[src/rtl/issue_scoreboard.sv]
// issue_scoreboard: in-order dual-issue control with per-register busy countdowns and perf counters
module issue_scoreboard #(
  parameter int LAT_W = 2,
  parameter int CNT_W = 32
) (
  input  logic             clk,
  input  logic             rst,
  input  logic             i1_valid,
  input  logic [4:0]       i1_rs1,
  input  logic [4:0]       i1_rs2,
  input  logic [4:0]       i1_rd,
  input  logic             i1_use_rs1,
  input  logic             i1_use_rs2,
  input  logic             i1_regw,
  input  logic             i1_mem,
  input  logic [LAT_W-1:0] i1_lat,
  input  logic             i2_valid,
  input  logic [4:0]       i2_rs1,
  input  logic [4:0]       i2_rs2,
  input  logic [4:0]       i2_rd,
  input  logic             i2_use_rs1,
  input  logic             i2_use_rs2,
  input  logic             i2_regw,
  input  logic             i2_mem,
  input  logic [LAT_W-1:0] i2_lat,
  input  logic             ex_ready,
  input  logic             flush,
  output logic             i1_fire,
  output logic             i2_fire,
  output logic [31:0]      busy_vec,
  output logic [CNT_W-1:0] stall_cnt,
  output logic [CNT_W-1:0] dual_cnt
);
  logic [LAT_W-1:0] cnt_q [1:31];
  logic [LAT_W-1:0] cnt_d [1:31];
  logic [CNT_W-1:0] stall_cnt_q, stall_cnt_d, dual_cnt_q, dual_cnt_d;
  logic i1_ok, i2_ok, raw;
  always_comb begin
    busy_vec = '0;
    for (int r = 1; r < 32; r++) busy_vec[r] = cnt_q[r] != '0;
  end
  // busy_vec[0] is constant 0, so x0 sources are always ready
  assign i1_ok = (!i1_use_rs1 | !busy_vec[i1_rs1]) & (!i1_use_rs2 | !busy_vec[i1_rs2]);
  assign i2_ok = (!i2_use_rs1 | !busy_vec[i2_rs1]) & (!i2_use_rs2 | !busy_vec[i2_rs2]);
  assign raw = i1_regw & (i1_rd != 5'd0) &
               ((i2_use_rs1 & (i2_rs1 == i1_rd)) | (i2_use_rs2 & (i2_rs2 == i1_rd)));
  assign i1_fire = i1_valid & ex_ready & !flush & i1_ok;
  assign i2_fire = i1_fire & i2_valid & i2_ok & !raw & !(i1_mem & i2_mem);
  always_comb begin
    for (int r = 1; r < 32; r++) begin
      cnt_d[r] = busy_vec[r] ? cnt_q[r] - LAT_W'(1) : cnt_q[r];
      if (i1_fire & i1_regw & (i1_rd == 5'(r))) cnt_d[r] = i1_lat;
      if (i2_fire & i2_regw & (i2_rd == 5'(r))) cnt_d[r] = i2_lat;
    end
    stall_cnt_d = (i1_valid & !i1_fire & !flush & ~&stall_cnt_q) ? stall_cnt_q + CNT_W'(1) : stall_cnt_q;
    dual_cnt_d  = (i2_fire & ~&dual_cnt_q) ? dual_cnt_q + CNT_W'(1) : dual_cnt_q;
  end
  always_ff @(posedge clk) begin
    if (!rst) begin
      for (int r = 1; r < 32; r++) cnt_q[r] <= '0;
      stall_cnt_q <= '0;
      dual_cnt_q  <= '0;
    end else begin
      for (int r = 1; r < 32; r++) cnt_q[r] <= cnt_d[r];
      stall_cnt_q <= stall_cnt_d;
      dual_cnt_q  <= dual_cnt_d;
    end
  end
  assign stall_cnt = stall_cnt_q;
  assign dual_cnt  = dual_cnt_q;
endmodule

[config.mk]
export PLATFORM = sky130hd
export DESIGN_NAME = issue_scoreboard
export DESIGN_NICKNAME = d
export VERILOG_FILES = /design/src/rtl/issue_scoreboard.sv
export SDC_FILE = /design/constraint.sdc
export NUM_CORES = 1
export LEC_CHECK = 0
export BUFFER_PORTS_ARGS = -buffer_cell sky130_fd_sc_hd__buf_2
export CORE_UTILIZATION = 50
export CTS_CLUSTER_DIAMETER = 100
export DETAILED_ROUTE_END_ITERATION = 10
export PLACE_DENSITY = 0.73
export SYNTH_ARGS = -nofsm -noshare
export SYNTH_HDL_FRONTEND = slang
export SYNTH_SLANG_ARGS = --single-unit
[constraint.sdc]
create_clock -name clk -period 3.9 [get_ports clk]
set_input_delay 0.78 -clock clk [delete_from_list [all_inputs] [get_ports clk]]
set_output_delay 0.78 -clock clk [all_outputs]
set_load 0.01 [all_outputs]
==> flow_summary.ini <==
[sta]
skew_ns = 0.0110
hold_violations = 0
post-route-period-util_pct = 97.9
fin_crit_ns = 3.82
fin_tns_setup_ns = 0
setup_viol = 0
drv_slew = 0
whs_ns = 0.481
rsz0062_at_grt = false
worstMarginPinSlew_ns = 1.16
relSlewSlack_pct = 22.0
fmax_mhz = 262

[worst_setup_path]
startpoint_type = flop
required_ns = 3.12
crit_type = flop to output pin
worstPathMaxFanout = 6
cp.arrival_ns = 3.04
cp-end-kind = output pin

[detailed_routing]
drt-total-wl_microns = 28200
vias = 8997
ant_nets = 0
wl_per_cell_microns = 19.3
drt-initial-drc-count = 691
drcViolationCount = 0
post_drt_via_cell_ratio = 6.15
drt_first_pass_iters = 5

[floorplan]
fp-row-count = 49
num_io_pins = 146
core_sq_um = 18000
initial_core_util_pct = 51.2
die_h_microns = 138
fp.dieW_microns = 138
dieArea_sq_um = 18900

[clocking]
cts_tree = built
holdBufCountCts = 0
clkTransAtPathRegs_ns = 0.06
htreeDepth = 4
clkSinkCount = 126
clock_latency_ns = 0.43
clockBufferDepth = 2
numCtsBuffers = 17
cts_root_buf = clkbuf_16

[yosys]
synthSimpleGateAreaFrac_pct = 22.7
synth_top_cell_area_share_pct = 27.4
syn_nets = 1169
synth_common_cells = dfxtp_1, inv_1, mux2i_1
synth_top_family_by_area = simple AND/OR/NAND/NOR gates
synth.largest_area_cell = dfxtp_1
yosysWarnings = 0
synth_cell_types = 72
syn_inst = 1088
synth.mux.area_fraction_pct = 17.2
synth-compound-area-share_pct = 13.8
synth_adder_area_share_pct = 4.49
synth-edff-count = 0
ys_seq_area_share_pct = 27.4
syn_area_sq_um = 9190
ys_ff_latch = 126
synth-xor-area-share_pct = 6.38
yosysMostFrequentCell = dfxtp_1
syn_area_per_cell_sq_um = 8.45
async_flop_share_pct = 0
ys_top_cells_by_area = dfxtp_1, mux2i_1, a221oi_1, xnor2_1, mux4_2
ys.flop_type = dfxtp_1

[global_routing]
grt_pass1_wl_microns = 43400
track_usage_pct = 30.0
antenna_found_initial = 2
gr-total-overflow = 0
grt_pass1_vias = 8215
grt_max_degree = 72

[placed_design]
port_buffers = 144
dp_hpwl_microns = 20900
place.gp.congestion = 0.931

[layout]
drive_above_1_share_pct = 22.9
nFillCells = 1570
nNetsFinal = 1300
area_growth_pct = 17.7

[pwr]
p_leak_nw = 4.38
peakVddDrop_v = 0.000363
power-per-cell-area_nw_per_um2 = 654

[job]
cap_viol_max_count = 0

[outcome]
outcome = complete, no violations

[hold_path]
hold_class = flop to flop
## final cells by class
class	count	area, sq um	share of cell area, %
antenna	3	7.51	0.0694
sequential	126	2520	23.3
tap	229	287	2.65
clock buffer	19	443	4.10
multi-input combinational	782	5990	55.4
inverter	115	433	4.00
timing repair buffer	177	968	8.95
clock inverter	13	164	1.52
## stage by stage
| stage | cell area, sq um | util [%] | instances | setup WS (ns) | power, W |
|---|---|---|---|---|---|
| floorplan | 9190 | - | 1088 | 0.366 | 0.00431 |
| global placement | 10100 | 56.4 | 1424 | 0.161 | 0.00521 |
| detailed placement | 10100 | 56.4 | 1424 | 0.123 | 0.00532 |
| CTS | 10700 | 59.8 | 1456 | 0.0283 | 0.00699 |
| global route | 10800 | 60.2 | 1461 | 0.0115 | 0.00751 |
| finish | 10800 | 60.2 | 1464 | 0.0834 | 0.00707 |
## per-layer routing
metal  part of all wire, %  global-route usage [%]  vias to the layer above
li1                      -                       -                     4215
met1                    42                    39.2                     4299
met2                    46                    46.2                      403
met3                   8.9                    7.21                       80
met4                   3.5                    14.7                        0
met5                     0                       0                        -
## worst max-delay path: stages (launching register included)
cell	delay [ns]
dfxtp_1	0.34
inv_1	0.05
ha_1	0.34
mux4_2	0.49
o21ai_0	0.51
a41oi_1	0.19
and4b_2	0.35
nand2_2	0.14
inv_1	0.06
buf_2	0.13
## path summary, 6_finish.rpt
kind	start	end	cells past startpoint	slack, ns
setup / recovery	cnt_q[0][2]$_SDFFE_PN0P_	i2_fire	9	0.08
hold / removal	dual_cnt[25]$_SDFFE_PN0P_	dual_cnt[25]$_SDFFE_PN0P_	2	0.48
setup reg to reg	cnt_q[0][14]$_SDFFE_PN0P_	cnt_q[0][63]$_SDFFE_PN0P_	11	0.12
hold reg to reg	dual_cnt[25]$_SDFFE_PN0P_	dual_cnt[25]$_SDFFE_PN0P_	2	0.48
## repair_timing
item                       4_1_cts  5_1_grt
setup endpoints to repair        2       39
buffers inserted                 0        5
cloned                           0        0
pin swaps                        0        1
gates resized for setup          2       10
## kinds of logic after synthesis
logic type	Yosys count
simple gates	384
xor+xnor	67
mux	131
flops	126
buf+inv	180
other cells	1
fa+ha+maj	33
compound gates	166
## cell usage in the layout, fill, tap and decap left out, drive strengths merged, types with 15 or more instances in the layout
cell type,synthesis,routed
buf,22,177
dfxtp,126,126
inv,115,116
mux2i,104,104
nand2,77,77
nor2,76,76
a221oi,59,59
xnor2,52,52
nand3,39,39
a21oi,36,36
ha,33,33
nor3,32,32
o21ai,25,25
nand4,22,22
mux4,21,21
nand2b,20,20
or3,19,19
clkbuf,43,19
and3,18,18
nor4,17,17
xor2,15,15
## power by group
| group | total [W] | switching [W] | internal [W] |
|---|---|---|---|
| Sequential | 0.00170 | 0.000118 | 0.00158 |
| Clock | 0.00164 | 0.000615 | 0.00102 |
| Combinational | 0.00374 | 0.00203 | 0.00171 |
## registers in the layout, indices dropped and copies added, names as in the netlist
register / count
dual_cnt: 32
cnt_q: 62
stall_cnt: 32
(Power assumes the default switching activity.)
